## config.mk

```make
export PLATFORM = sky130hd
export DESIGN_NAME = fifo_drain_arbiter_flat
export DESIGN_NICKNAME = d
export VERILOG_FILES = /design/src/rtl/fifo_drain_arbiter_pkg.sv /design/src/rtl/fifo_drain_arbiter_if.sv /design/src/rtl/fifo_drain_arbiter_rr_pick.sv /design/src/rtl/fifo_drain_arbiter.sv /design/src/flat_wrapper.sv
export SDC_FILE = /design/constraint.sdc
export NUM_CORES = 1
export LEC_CHECK = 0
export ABC_AREA = 1
export ABC_CLOCK_PERIOD_IN_PS = 1800
export BUFFER_PORTS_ARGS = -buffer_cell sky130_fd_sc_hd__buf_2
export CELL_PAD_IN_SITES_DETAIL_PLACEMENT = 0
export CELL_PAD_IN_SITES_GLOBAL_PLACEMENT = 1
export CORE_UTILIZATION = 32
export DETAILED_ROUTE_END_ITERATION = 8
export GPL_TIMING_DRIVEN = 0
export PLACE_DENSITY = 0.83
export SKIP_LAST_GASP = 1
export SYNTH_ARGS = -nofsm -noshare
export SYNTH_HDL_FRONTEND = slang
export SYNTH_SLANG_ARGS = --single-unit
```

## constraint.sdc

```tcl
create_clock -name clock -period 1.8 [get_ports clock]
set_input_delay 0.27 -clock clock [delete_from_list [all_inputs] [get_ports clock]]
set_output_delay 0.27 -clock clock [all_outputs]
set_load 0.02 [all_outputs]
```

## src/rtl/fifo_drain_arbiter_pkg.sv

```systemverilog
// Shared defaults and FSM encoding for the queue-drain arbiter and the FIFOs feeding it.
package fifo_drain_arbiter_pkg;

  localparam int NQ_DEF    = 4;
  localparam int MSBD_DEF  = 3;
  localparam int BURST_DEF = 4;

  typedef enum logic {
    ST_IDLE  = 1'b0,
    ST_SERVE = 1'b1
  } state_t;

  // Index width that stays legal (>= 1 bit) even for a single queue or BURST of 1.
  function automatic int idx_width(input int n);
    return (n > 1) ? $clog2(n) : 1;
  endfunction

endpackage

```

## src/rtl/fifo_drain_arbiter_if.sv

```systemverilog
// Bundle between the upstream FIFOs / downstream consumer and the drain arbiter.
interface fifo_drain_arbiter_if
  import fifo_drain_arbiter_pkg::*;
#(
  parameter int NQ   = NQ_DEF,
  parameter int MSBD = MSBD_DEF
) ();

  logic [NQ-1:0]          qEmpty;
  logic [NQ-1:0]          qPush;
  logic [NQ*(MSBD+1)-1:0] qData;
  logic [NQ-1:0]          qPop;
  logic [MSBD:0]          outData;
  logic                   outValid;
  logic                   outReady;
  logic [NQ-1:0]          grant;

  modport master (
    input  qEmpty, qPush, qData, outReady,
    output qPop, outData, outValid, grant
  );

  modport slave (
    output qEmpty, qPush, qData, outReady,
    input  qPop, outData, outValid, grant
  );

endinterface

```

## src/rtl/fifo_drain_arbiter_rr_pick.sv

```systemverilog
// Rotating-priority picker: first set request at or after start, wrapping modulo N.
// Purely combinational; any is simply the OR of all requests.
module rr_pick
  import fifo_drain_arbiter_pkg::*;
#(
  parameter int N  = NQ_DEF,
  parameter int IW = idx_width(N)
) (
  input  logic [N-1:0]  req,
  input  logic [IW-1:0] start,
  output logic [IW-1:0] idx,
  output logic          any
);

  logic [2*N-1:0] req2;
  logic [N-1:0]   rot;
  logic [IW:0]    sum;

  assign req2 = {req, req};
  assign rot  = N'(req2 >> start);
  assign any  = |req;

  // Scan from the far end so the lowest rotated offset is the one that sticks.
  always_comb begin
    sum = '0;
    for (int i = N - 1; i >= 0; i--) begin
      if (rot[i]) begin
        sum = {1'b0, start} + (IW+1)'(i);
      end
    end
    if (sum >= (IW+1)'(N)) begin
      sum = sum - (IW+1)'(N);
    end
    idx = sum[IW-1:0];
  end

endmodule

```

## src/rtl/fifo_drain_arbiter.sv

```systemverilog
// Drains NQ upstream FIFOs round-robin into one registered word, up to BURST service events per grant.
// One word per clock while outReady holds; one IDLE bubble per grant change; a stalled output freezes pops and cnt.
module fifo_drain_arbiter
  import fifo_drain_arbiter_pkg::*;
#(
  parameter int NQ    = NQ_DEF,
  parameter int MSBD  = MSBD_DEF,
  parameter int BURST = BURST_DEF
) (
  input logic clock,
  input logic reset,
  fifo_drain_arbiter_if.master bus
);

  localparam int W  = MSBD + 1;
  localparam int IW = idx_width(NQ);
  localparam int CW = idx_width(BURST);

  state_t        state;
  logic [IW-1:0] cur;
  logic [IW-1:0] ptr;
  logic [IW-1:0] cur_next;
  logic [IW-1:0] pick_idx;
  logic [CW-1:0] cnt;
  logic [NQ-1:0] grant_q;
  logic [MSBD:0] out_data_q;
  logic          out_valid_q;
  logic          pick_any;
  logic          can_load;
  logic          serve_evt;
  logic          pop_now;
  logic          last_evt;
  logic [NQ-1:0] req_vec;
  logic [MSBD:0] words [NQ];

  for (genvar k = 0; k < NQ; k++) begin : g_unpack
    assign words[k] = bus.qData[k*W +: W];
  end

  assign req_vec = ~bus.qEmpty;

  rr_pick #(.N(NQ), .IW(IW)) u_pick (
    .req   (req_vec),
    .start (ptr),
    .idx   (pick_idx),
    .any   (pick_any)
  );

  assign can_load  = ~out_valid_q | bus.outReady;
  assign serve_evt = (state == ST_SERVE) & can_load & ~bus.qEmpty[cur];
  // A push on the served queue wins upstream, so that event is spent without popping.
  assign pop_now   = serve_evt & ~bus.qPush[cur] & ~reset;
  assign last_evt  = (cnt == CW'(BURST - 1));
  assign cur_next  = (cur == IW'(NQ - 1)) ? '0 : cur + 1'b1;

  assign bus.qPop     = pop_now ? (NQ'(1) << cur) : '0;
  assign bus.grant    = grant_q;
  assign bus.outData  = out_data_q;
  assign bus.outValid = out_valid_q;

  always_ff @(posedge clock) begin
    if (reset) begin
      state       <= ST_IDLE;
      cur         <= '0;
      ptr         <= '0;
      cnt         <= '0;
      grant_q     <= '0;
      out_data_q  <= '0;
      out_valid_q <= 1'b0;
    end else begin
      if (pop_now) begin
        out_data_q  <= words[cur];
        out_valid_q <= 1'b1;
      end else if (out_valid_q && bus.outReady) begin
        out_valid_q <= 1'b0;
      end

      case (state)
        ST_IDLE: begin
          if (pick_any) begin
            state   <= ST_SERVE;
            cur     <= pick_idx;
            cnt     <= '0;
            grant_q <= NQ'(1) << pick_idx;
          end
        end
        ST_SERVE: begin
          if (bus.qEmpty[cur]) begin
            state   <= ST_IDLE;
            ptr     <= cur_next;
            grant_q <= '0;
          end else if (serve_evt) begin
            if (last_evt) begin
              state   <= ST_IDLE;
              ptr     <= cur_next;
              cnt     <= '0;
              grant_q <= '0;
            end else begin
              cnt <= cnt + 1'b1;
            end
          end
        end
      endcase
    end
  end

endmodule

```

## src/flat_wrapper.sv

```systemverilog
// flat-port wrapper written by rule: the top's interface ports become plain ports
module fifo_drain_arbiter_flat import fifo_drain_arbiter_pkg::*;
#(
  parameter int NQ    = NQ_DEF,
  parameter int MSBD  = MSBD_DEF,
  parameter int BURST = BURST_DEF
)
  (clock, reset, bus_qEmpty, bus_qPush, bus_qData, bus_outReady, bus_qPop, bus_outData, bus_outValid, bus_grant);
  fifo_drain_arbiter_if #(.NQ(NQ), .MSBD(MSBD)) bus_i ();
  input logic clock;
  input logic reset;
  input wire logic [$bits(bus_i.qEmpty)-1:0] bus_qEmpty;
  input wire logic [$bits(bus_i.qPush)-1:0] bus_qPush;
  input wire logic [$bits(bus_i.qData)-1:0] bus_qData;
  input wire logic [$bits(bus_i.outReady)-1:0] bus_outReady;
  output wire logic [$bits(bus_i.qPop)-1:0] bus_qPop;
  output wire logic [$bits(bus_i.outData)-1:0] bus_outData;
  output wire logic [$bits(bus_i.outValid)-1:0] bus_outValid;
  output wire logic [$bits(bus_i.grant)-1:0] bus_grant;
  assign bus_i.qEmpty = bus_qEmpty;
  assign bus_i.qPush = bus_qPush;
  assign bus_i.qData = bus_qData;
  assign bus_i.outReady = bus_outReady;
  assign bus_qPop = bus_i.qPop;
  assign bus_outData = bus_i.outData;
  assign bus_outValid = bus_i.outValid;
  assign bus_grant = bus_i.grant;
  fifo_drain_arbiter #(.NQ(NQ), .MSBD(MSBD), .BURST(BURST)) u_core (.clock(clock), .reset(reset), .bus(bus_i));
endmodule
```

### Yosys cells after proc, flatten, opt, wreduce, memory -nomap -nowiden

Index checks and enable logic that the tools add are counted.

| cells by class | value |
|---|---|
| equality and inequality tests | 7 |
| $add $sub $neg | 6 |
| divide/modulo/power cells | 0 |
| multipliers | 0 |
| bitwise logic cells | 12 |
| reductions and logical operators | 9 |
| muxes and demuxes | 34 |
| shifts and indexed selects | 3 |
| magnitude comparators | 3 |

Operator list:

| kind | count |
|---|---|
| 4-bit two-way mux | 7 |
| 2-bit two-way mux | 9 |
| 3-bit two-way mux | 4 |
| 3-bit AND reduction | 3 |
| 4-bit binary-select mux with 2-bit select | 1 |
| 1-bit two-way mux | 8 |
| 4-bit case mux with 2 select lines | 1 |
| 1-bit by 2-bit << shifter with 4-bit output, first input constant | 2 |
| 8-bit by 2-bit right shift with 4-bit output | 1 |
| 2-bit by 2-bit adder with 3-bit output, second input constant | 2 |
| 3-bit greater-or-equal comparator, second input constant | 2 |
| 3-bit inequality test, second input constant | 2 |
| 2-bit nonzero test | 3 |
| 1-bit NOT | 5 |
| 2-bit by 1-bit adder with 2-bit output, second input constant | 2 |
| 1-bit bitwise AND | 4 |
| 1-bit binary-select mux with 2-bit select | 2 |
| 2-bit == test, second input constant | 2 |
| 2-bit inequality test, second input constant | 2 |
| 4-bit NOT | 1 |
| 2-bit case mux with 2 select lines | 1 |
| 4-bit OR reduction | 1 |
| 2-bit by 1-bit adder with 3-bit output, second input constant | 1 |
| 2-bit by 3-bit < comparator with 1-bit output, second input constant | 1 |
| other kinds (7) | 7 |

| storage, ports and cells | value |
|---|---|
| output and inout bits | 13 |
| logic and storage cells | 81 |
| input port bits | 27 |
| latch bits | 0 |
| memories kept | 0 |
| bits in writable memories | 0 |
| register bits | 16 |
| memory bits (read-only) | 0 |

### Logic depth before layout (Yosys ltp)

Gate-level depths: netlist of the first run.

| depth | value |
|---|---|
| depth in word-level cells | 11 |
| mapped depth | 13 |
| gate-level depth less buffers | 12 |

### By module

From an unflattened synthesis of the first run, not the netlist that was laid out.

| second synthesis, totals | value |
|---|---|
| cell total of the unflattened synthesis | 200 |
| area, all modules | 1,202.4 µm² |

Modules (own cells, without submodules):

| module | cells each | seq. area each (µm²) | times used | area each (µm²) |
|---|---|---|---|---|
| fifo_drain_arbiter | 153 | 320.3 | 1 | 974.7 |
| rr_pick | 47 | 0.0 | 1 | 227.7 |

### Worst setup path before layout of the first run

OpenSTA, ideal clock, no wires.

| timing path | value |
|---|---|
| kind | register to output |
| start point | register u_core.cur[0] |
| end point | output port bus_qPop[0] |
| cell stages (with the launch flop) | 9 |
| setup slack | 153 ps |
| data required time | 1,530 ps |
| buffers on the path | 0 |
| data arrival time | 1,377 ps |
| cell sequence | dfxtp_1 -> inv_2 -> nand2_1 -> nand3_1 -> nand2_1 -> nand2_1 -> nor3_4 -> inv_2 -> nor2_1 |

| between the ends | value |
|---|---|
| cells in the longest elaborated chain, start to end | 7 |
| elaborated cells between the ends (all ways) | 11 |
| those cells by class | shift (1); mux (5); bitwise (5) |

RTL lines:

| element | line | RTL |
|---|---|---|
| from (decl) | fifo_drain_arbiter.sv:20 | `logic [IW-1:0] cur;` |
| from (signal assigned) | fifo_drain_arbiter.sv:82 | `cur <= pick_idx;` |
| 1-bit binary-select mux with 2-bit select | fifo_drain_arbiter.sv:50 | `assign serve_evt = (state == ST_SERVE) & can_load & ~bus.qEmpty[cur];` |
| 1-bit two-way mux (not written as such) | fifo_drain_arbiter.sv:50 |  |
| 1-bit NOT | fifo_drain_arbiter.sv:50 |  |
| 1-bit bitwise AND | fifo_drain_arbiter.sv:50 |  |
| 1-bit bitwise AND (2 in series) | fifo_drain_arbiter.sv:52 | `assign pop_now = serve_evt & ~bus.qPush[cur] & ~reset;` |
| 4-bit two-way mux * | fifo_drain_arbiter.sv:56 | `assign bus.qPop = pop_now ? (NQ'(1) << cur) : '0;` |
| to (decl) | flat_wrapper.sv:16 | `output wire logic [$bits(bus_i.qPop)-1:0] bus_qPop;` |

Mark *: on every way between the ends. The rest lies on a longest branch, timed or not. The select of a mux whose other input is x is not followed.

### Final worst setup path of the first run

| timing path | value |
|---|---|
| start point | register u_core.cur[0] |
| end point | output port bus_qPop[2] |

Same word-level chain as after synthesis.

==> results.py, run 1 <==
metrics = {
    "run_status": {
        "outcome": "finished with violations",
        "failed_checks": "negative setup slack",
    },
    "drt": {
        "first_pass_iters": 4,
        "post_drt_via_cell_ratio": 4.68,
        "drtAntennaViolNets": 0,
        "drt_iter0_drc": 65,
        "drt_wl_total_um": 3090,
        "drcViolationCount": 0,
        "post_drt_wl_per_cell_um": 10.7,
        "num_vias": 1353,
    },
    "global_routing": {
        "grt_pass1_wl_um": 4930,
        "antenna_found_initial": 0,
        "grt_max_degree": 12,
        "grt_pass1_vias": 1201,
        "grtUsageTotal_pct": 17.3,
        "grt_overflow_total": 0,
    },
    "cts": {
        "cts.sinks": 16,
        "cts-buffers-inserted": 3,
        "cts_tree": "yes",
        "hold_buffers": 0,
        "path_clk_slew_ps": 110,
        "clock_path_buffers": 2,
        "insertion_delay_ps": 290,
        "cts_root_buf": "clkbuf_4",
        "h-tree-depth": 1,
    },
    "power_and_ir_drop": {
        "power.density_nw_per_um2": 891,
        "power_mw": 1.44,
        "p_leak_nw": 0.834,
        "peakVddDrop_mv": 0.399,
    },
    "timing": {
        "skew_ps": 11.0,
        "setup_viol": 4,
        "fmax_mhz": 535,
        "hold_viol_final": 0,
        "tightestPinTransition_ps": 454,
        "final_max_slew_viol_count": 0,
        "period_share_pct": 104,
        "timing.final.ws_setup_ps": -69.4,
        "rsz0062_at_grt": "true",
        "min_period_ps": 1870,
        "relSlewSlack_pct": 69.8,
    },
    "logic_synthesis": {
        "synth_fp_nets": 222,
        "synth_top_family_by_area": "simple AND/OR/NAND/NOR gates",
        "yosysSeqAreaShare_pct": 28.3,
        "avgSynthCellArea_um2": 5.97,
        "yosysUniqueCellTypes": 21,
        "synthXorXnorAreaFrac_pct": 0.773,
        "synth_warnings": 0,
        "synth-simple-area-share_pct": 40.6,
        "synth_cells": 190,
        "synth_area_um2": 1130,
        "synthMuxAreaShare_pct": 0,
        "synth.ff_latch_count": 16,
        "synth_fa_ha_area_share_pct": 5.52,
        "synth_compound_area_share_pct": 15.1,
    },
    "run": {
        "drv_cap": 0,
    },
    "setup_path": {
        "cp_num_buf_inv": 3,
        "crit_path_top_delay_cell": "dfxtp_4",
        "cp_data_required_time_ps": 1530,
        "crit_path_end_kind": "primary output",
        "crit_path_cell_trace": "inv_4 -> nand2_2 -> nand3_2 -> nand2_2 -> nand2_4 -> nor3_4 -> inv_4 -> nor2_4 -> buf_6",
        "worstPathMaxFanout": 6,
        "crit_type": "register to primary output",
        "crit_arrival_ps": 1600,
        "max_stage_delay_ps": 410,
        "cpLargestDelayFamily": "simple AND/OR/NAND/NOR gates",
        "cp-start-kind": "register",
    },
    "floorplan": {
        "initial_core_util_pct": 33.7,
        "design.die.area_um2": 3780,
        "num_rows": 21,
        "design.core.area_um2": 3360,
        "die_h_um": 61.5,
        "die_x_um": 61.5,
        "io_pins": 40,
    },
    "hold_path": {
        "hp-class": "primary input to register",
    },
    "placement": {
        "dp_hpwl_um": 2160,
        "pre_cts_ws_ps": -66.1,
        "io_buffers": 38,
        "place.gp.congestion": 0.745,
    },
    "final_layout": {
        "drive_above_1_share_pct": 32.5,
        "n_fill_cell": 382,
        "syn2layout_area_growth_pct": 42.6,
        "nets": 276,
        "diodes": 0,
    },
}
layer usage:
metal / vias to the layer above / global-route usage [%] / share of wire [%]
li1: 722 / - / -
met1: 598 / 21.7 / 47
met2: 27 / 29.3 / 47
met3: 6 / 2.10 / 3.8
met4: 0 / 7.94 / 1.8
met5: - / 0 / 0
stage by stage:
stage               hold WS [ps]  setup TNS [ps]  cells  util (%)  area [um2]
global route                 310            -670    289      48.1        1620
detailed placement           461            -216    274      41.1        1380
global placement             453            -263    274      41.1        1380
finish                       265            -259    289      48.1        1620
floorplan                    437               0    190         -        1130
CTS                          222           -45.2    285      45.2        1520
Yosys cell counts:
| cell type | instances | area [um2] |
|---|---|---|
| buf_4 | 1 | 7.51 |
| xnor2_1 | 1 | 8.76 |
| clkbuf_1 | 2 | 7.51 |
| nand3_2 | 2 | 20.0 |
| o22ai_1 | 5 | 31.3 |
| a21oi_1 | 9 | 45.0 |
| buf_2 | 2 | 10.0 |
| inv_2 | 3 | 11.3 |
| o21ai_0 | 18 | 90.1 |
| ha_1 | 5 | 62.6 |
| inv_4 | 1 | 6.26 |
| nand2_2 | 1 | 6.26 |
| nor3_1 | 4 | 20.0 |
| nand2_1 | 46 | 173 |
| inv_1 | 18 | 67.6 |
| nand4_1 | 1 | 6.26 |
| o21ai_1 | 1 | 5.00 |
| nor2_1 | 37 | 139 |
| nor3_4 | 1 | 16.3 |
| nand3_1 | 16 | 80.1 |
| dfxtp_1 | 16 | 320 |
layout by cell type (no fill, tap or decap), types with 4 or more instances in the layout:
cell type	Yosys	routed
a21oi_1	9	9
buf_2	2	35
buf_4	1	12
buf_6	0	5
dfxtp_1	16	14
ha_1	5	5
inv_1	18	18
inv_4	1	4
nand2_1	46	43
nand3_1	16	14
nand3_2	2	4
nor2_1	37	31
nor2_4	0	5
nor3_1	4	4
o21ai_0	18	16
o22ai_1	5	4
power breakdown:
group	total, mW	leakage (nW)	internal (mW)	switching, mW
Clock	0.247	0.0210	0.123	0.124
Sequential	0.453	0.132	0.412	0.0409
Combinational	0.740	0.680	0.289	0.451
path summary, 6_finish.rpt:
| kind | startpoint | to | slack (ps) | cells past startpoint |
|---|---|---|---|---|
| worst max register to register | u_core.cur[0] | u_core.bus.outData[3] | 70 | 12 |
| worst min register to register | u_core.bus.grant[2] | u_core.bus.grant[2] | 470 | 2 |
| worst max-delay path | u_core.cur[0] | bus_qPop[2] | -70 | 9 |
| worst min-delay path | bus_outReady | u_core.bus.outValid | 270 | 4 |
kinds of logic after synthesis:
| group | Yosys count |
|---|---|
| adders and majority gates | 5 |
| xor gates and xnor gates | 1 |
| DFF | 16 |
| AOI/OAI and AO/OA | 33 |
| and+or+nand+nor | 108 |
| buffers and inverters | 27 |
registers in the layout, summed over array words and instances, names as in the netlist:
register / count
u_core.ptr: 2
u_core.bus.outData: 4
u_core.cnt: 2
u_core.bus.grant: 4
u_core.cur: 2
u_core.state: 1
u_core.bus.outValid: 1
layout make-up:
cell class	instances	area, um2	area share (%)
buffer	5	32.5	2.01
clock buffer	4	36.3	2.24
inverter	22	92.6	5.73
multi-input combinational	147	772	47.8
sequential	16	328	20.3
tap	46	57.6	3.56
timing repair buffer	49	298	18.4
tightest hold or removal path: cells and delay by family:
family / cells / cell delay [ps]
buffers and inverters: 1 / 80
and+or+nand+nor: 3 / 160
timing repair:
action,in CTS,in global routing
buffers inserted,7,4
pin swaps,3,3
setup endpoints to repair,4,4
resized for setup,21,17
Note: power is estimated with default switching activity, not from simulation.
==> run 2: changes to the inputs <==
- REMOVE_ABC_BUFFERS: unset -> 1
- TNS_END_PERCENT: unset -> 5
==> run 2 against run 1 <==
Net effect: the flow still finishes with violations (negative setup slack); first-iteration DRC count is 9.2% higher; clock power hardly changed; clock-buffer cell count stayed put; largest cell class unchanged.
==> results.py, run 2 (same netlist as run 1, synthesis figures left out) <==
metrics = {
    "drt": {
        "drt_wl_total_um": 3020,
        "drcViolationCount": 0,
        "drt_iter0_drc": 71,
        "first_pass_iters": 4,
        "post_drt_via_cell_ratio": 4.73,
        "num_vias": 1333,
        "post_drt_wl_per_cell_um": 10.7,
        "drtAntennaViolNets": 0,
    },
    "cts": {
        "cts_root_buf": "clkbuf_4",
        "cts-buffers-inserted": 3,
        "h-tree-depth": 1,
        "insertion_delay_ps": 290,
        "clock_path_buffers": 2,
        "cts_tree": "yes",
        "hold_buffers": 0,
        "cts.sinks": 16,
        "path_clk_slew_ps": 100,
    },
    "setup_path": {
        "reg2reg_depth": 11,
        "cp_data_required_time_ps": 1530,
        "worstPathMaxFanout": 7,
        "crit_type": "register to primary output",
        "rrSetupSlack_ps": 280,
        "cp-start-kind": "register",
        "crit_arrival_ps": 1610,
        "crit_path_end_kind": "primary output",
    },
    "power_and_ir_drop": {
        "peakVddDrop_mv": 0.454,
        "power.density_nw_per_um2": 917,
        "p_leak_nw": 0.808,
        "power_mw": 1.41,
    },
    "timing": {
        "tightestPinTransition_ps": 339,
        "setup_viol": 4,
        "relSlewSlack_pct": 77.4,
        "hold_viol_final": 0,
        "rsz0062_at_grt": "true",
        "fmax_mhz": 532,
        "whs_ps": 244,
        "tns_ps": -248,
        "min_period_ps": 1880,
        "skew_ps": 3.56,
        "final_max_slew_viol_count": 0,
        "timing.final.ws_setup_ps": -78.1,
        "period_share_pct": 104,
    },
    "placement": {
        "io_buffers": 39,
        "place.gp.congestion": 0.744,
        "dp_hpwl_um": 2190,
    },
    "run_status": {
        "failed_checks": "negative setup slack",
        "outcome": "finished with violations",
    },
    "run": {
        "drv_cap": 0,
    },
    "final_layout": {
        "n_fill_cell": 402,
        "syn2layout_area_growth_pct": 35.5,
        "nets": 269,
        "utilization_pct": 45.7,
        "diodes": 0,
        "layout_commonest_cell": "nand2_1",
        "drive_above_1_share_pct": 30.9,
        "layout_common_cells": "nand2_1, buf_2, nor2_1",
    },
    "hold_path": {
        "hp-class": "primary input to register",
        "hold_depth": 4,
    },
    "global_routing": {
        "grt_overflow_total": 0,
        "grt_pass1_wl_um": 5330,
        "antenna_found_initial": 0,
        "grt_max_degree": 16,
        "grt_pass1_vias": 1290,
        "grtUsageTotal_pct": 18.4,
    },
    "floorplan": {
        "design.core.area_um2": 3360,
        "initial_core_util_pct": 33.7,
        "num_rows": 21,
        "design.die.area_um2": 3780,
        "die_x_um": 61.5,
        "io_pins": 40,
        "die_h_um": 61.5,
    },
}
[run 2: changes by cell type in the layout (fill, tap and decap cells not counted), sizes merged]
cell	change
clkbuf	-2
buf	-5
[run 2: cell type report]
class	count	area, um2	share of cell area (%)
inverter	22	92.6	6.03
multi-input combinational	147	753	49.0
tap	46	57.6	3.75
timing repair buffer	47	269	17.5
sequential	16	328	21.3
clock buffer	4	36.3	2.36
[run 2: final timing paths]
check                 startpoint             endpoint
max                u_core.cur[0]          bus_qPop[3]
max reg2reg        u_core.cur[0]  u_core.bus.grant[3]
min reg2reg  u_core.bus.grant[0]  u_core.bus.grant[0]
min                 bus_outReady  u_core.bus.outValid
[run 2: power breakdown]
group / switching, mW / internal [mW] / leakage [nW]
clock network: 0.122 / 0.123 / 0.0210
registers: 0.0623 / 0.412 / 0.132
logic: 0.421 / 0.268 / 0.655
total: 0.605 / 0.804 / 0.808
[run 2: timing repair]
action | CTS | global route
pin swaps | 7 | 3
setup buffers | 8 | 0
gates resized for setup | 19 | 9
setup endpoints to repair | 14 | 4
[run 2: worst max-delay path: stages (launching register included)]
cell	delay, ps
dfxtp_4	380
buf_6	130
nand2_2	50
nand3_2	60
nand2_2	100
nand2_4	60
nor3_4	180
inv_2	100
nor2_1	100
buf_4	150
[run 2: per-stage QoR]
| stage | setup slack (ps) | area (um2) | instances |
|---|---|---|---|
| 2_1_floorplan | -102 | 1110 | 185 |
| 3_5_place_dp | -502 | 1360 | 270 |
| 6_report | -78.1 | 1540 | 282 |
| 4_1_cts | -45.9 | 1510 | 282 |
| 5_1_grt | -184 | 1540 | 282 |
| 3_3_place_gp | -500 | 1360 | 270 |
[run 2: metal layers]
metal	global-route usage, %	share of wire (%)	up-vias
met3	2.52	2.6	2
met4	2.86	0.43	0
met5	0	0	-
met2	33.5	47	22
met1	23.4	50	604
li1	-	-	705
==> run 3: changes to the inputs <==
- CORE_UTILIZATION: 32 -> 33
- PLACE_DENSITY: 0.83 -> 0.84
- SYNTH_HIERARCHICAL: unset -> 1
==> run 3 against run 2 <==
Net effect: the run still ends with negative setup slack left; first-iteration DRC count is 9.9% higher; synthesized cell count is 5.3% higher; register-to-register slack worse by 270 ps; clock skew hardly changed; non-clock buffer count is 1 higher; clock-buffer cell count stayed put; combinational power is 4.1% lower; sequential power is 3% lower; cell area is 3.2% higher; power is 3.6% lower.
==> results.py, run 3 <==
metrics = {
    "run_status": {
        "outcome": "finished with violations",
        "failed_checks": "negative setup slack",
    },
    "timing": {
        "relSlewSlack_pct": 72.9,
        "setup_viol": 1,
        "tightestPinTransition_ps": 406,
        "whs_ps": 288,
        "timing.final.ws_setup_ps": -23.4,
        "min_period_ps": 1820,
        "tns_ps": -23.4,
        "rsz0062_at_grt": "true",
        "skew_ps": 3.18,
        "final_max_slew_viol_count": 0,
        "period_share_pct": 101,
        "fmax_mhz": 548,
        "hold_viol_final": 0,
    },
    "setup_path": {
        "crit_path_end_kind": "primary output",
        "worstPathMaxFanout": 6,
        "cp_data_required_time_ps": 1530,
        "crit_path_cell_trace": "buf_6 -> nand2_2 -> nand3_2 -> nand2_2 -> nand2_4 -> nor2_4 -> inv_4 -> nor2_1 -> buf_4",
        "cp_num_buf_inv": 3,
        "cpLargestDelayFamily": "simple AND/OR/NAND/NOR gates",
        "crit_arrival_ps": 1550,
        "max_stage_delay_ps": 380,
        "path_common_cell": "nand2_2",
        "crit_type": "register to primary output",
        "cp-start-kind": "register",
        "crit_path_top_delay_cell": "dfxtp_4",
    },
    "placement": {
        "pre_cts_ws_ps": -402,
        "dp_hpwl_um": 2180,
        "place.gp.congestion": 0.789,
        "io_buffers": 39,
        "postPlaceCellArea_um2": 1420,
        "dp.cells": 280,
    },
    "logic_synthesis": {
        "yosysTopAreaCellShare_pct": 26.6,
        "synth_top_family_by_area": "simple AND/OR/NAND/NOR gates",
        "synth_cells": 200,
        "yosysMostFrequentCell": "nand2_1",
        "avgSynthCellArea_um2": 6.01,
        "synthArstFlopShare_pct": 0,
        "synth_edf_count": 0,
        "synth_fa_ha_area_share_pct": 5.20,
        "synth.ff_latch_count": 16,
        "yosysSeqAreaShare_pct": 26.6,
        "synth_warnings": 6,
        "synth_area_leaders": "dfxtp_1, nand2_1, nand3_1",
        "synth_area_um2": 1200,
        "synth_compound_area_share_pct": 10.4,
        "synth_common_cells": "nand2_1, inv_1, nand3_1, nor2_1, dfxtp_1",
        "yosys.area.top_type": "dfxtp_1",
        "synthFlopType": "dfxtp_1",
        "synthXorXnorAreaFrac_pct": 0.728,
        "yosysUniqueCellTypes": 25,
        "synth-simple-area-share_pct": 43.9,
        "synthMuxAreaShare_pct": 0,
    },
    "cts": {
        "insertion_delay_ps": 280,
        "hold_buffers": 0,
        "cts-buffers-inserted": 3,
        "cts_tree": "yes",
        "h-tree-depth": 1,
        "path_clk_slew_ps": 90,
        "cts.sinks": 16,
        "cts_root_buf": "clkbuf_4",
        "clock_path_buffers": 2,
    },
    "power_and_ir_drop": {
        "power.density_nw_per_um2": 857,
        "p_leak_nw": 0.848,
        "power_mw": 1.36,
        "peakVddDrop_mv": 0.386,
    },
    "drt": {
        "num_vias": 1360,
        "post_drt_wl_per_cell_um": 10.5,
        "drcViolationCount": 0,
        "first_pass_iters": 4,
        "post_drt_via_cell_ratio": 4.64,
        "drt_wl_total_um": 3090,
        "drtAntennaViolNets": 0,
        "drt_iter0_drc": 78,
    },
    "global_routing": {
        "grt_overflow_total": 0,
        "antenna_found_initial": 0,
        "grtUsageTotal_pct": 17.2,
        "grt_max_degree": 16,
        "grt_pass1_vias": 1280,
        "grt_pass1_wl_um": 5410,
    },
    "final_layout": {
        "instances_no_fill": 293,
        "utilization_pct": 46.4,
        "diodes": 0,
        "drive_above_1_share_pct": 34.4,
        "multiInputGateArea_um2": 757,
        "layout_commonest_cell": "nand2_1",
        "syn2layout_area_growth_pct": 31.8,
        "layout_common_cells": "nand2_1, buf_2, inv_1",
        "n_fill_cell": 386,
        "regArea_um2": 325,
        "nets": 280,
        "design_area_um2": 1590,
    },
    "run": {
        "drv_cap": 0,
    },
    "hold_path": {
        "hp-class": "primary input to register",
    },
    "floorplan": {
        "num_rows": 21,
        "initial_core_util_pct": 35.2,
        "design.core.area_um2": 3420,
        "die_h_um": 62.4,
        "io_pins": 40,
        "design.die.area_um2": 3890,
        "die_x_um": 62.4,
    },
}
run 3: cell count changes in the layout (fill, tap and decap cells not counted), moves of 5 or more:
cell	before	now
nand2_1	41	55
inv_1	18	24
nand3_1	14	19
nor2_1	34	16
nand2_2	4	11
o21ai_0	16	10
nand4_1	1	6
run 3: cells by family (layout without fill, tap and decap cells):
logic type               after synthesis  in the layout
AND/OR/NAND/NOR                      118            118
buffers and inverters                 37             84
AO/OA/AOI/OAI                         23             23
flip-flops                            16             16
adder cells (fa/ha/maj)                5              5
XOR/XNOR                               1              1
run 3: power breakdown:
part | leakage, nW | internal, mW | switching [mW]
sequential | 0.132 | 0.404 | 0.0595
combinational | 0.695 | 0.257 | 0.403
clock | 0.0210 | 0.123 | 0.111
total | 0.848 | 0.784 | 0.574
run 3: worst paths after layout:
kind	start	endpoint	slack (ps)	cells past startpoint
setup / recovery	u_core/cur[0]	bus_qPop[1]	-20	9
hold / removal	reset	u_core/bus.grant[1]	290	2
setup reg to reg	u_core/ptr[0]	u_core/bus.grant[1]	10	11
hold reg to reg	u_core/bus.outData[1]	u_core/bus.outData[1]	480	2
run 3: final cells by class:
class                      instances  area share [%]
inverter                          32            8.37
sequential                        16            20.5
clock buffer                       4            2.29
timing repair buffer              48            17.4
tap                               46            3.63
multi-input combinational        147            47.8
run 3: worst register-to-register path, delay by kind of cell, from the launching register on:
kind | cells | cell delay (ps)
simple gates | 7 | 800
flops | 1 | 580
compound gates | 2 | 240
buf+inv | 2 | 140
run 3: timing repair:
action | in CTS | in global routing
setup buffers | 8 | 1
endpoints found under the setup margin | 8 | 6
hold endpoints to repair | 0 | 0
pin swaps | 8 | 1
gates resized for setup | 17 | 5
run 3: layer usage:
| layer | track usage (%) | routed length (um) | share of wire [%] | up-vias |
|---|---|---|---|---|
| met2 | 28.6 | 1470 | 48 | 22 |
| met4 | 6.98 | 34 | 1.1 | 0 |
| met1 | 22.6 | 1490 | 48 | 609 |
| met5 | 0 | 0 | 0 | - |
| met3 | 2.02 | 88 | 2.9 | 2 |
| li1 | - | - | - | 727 |
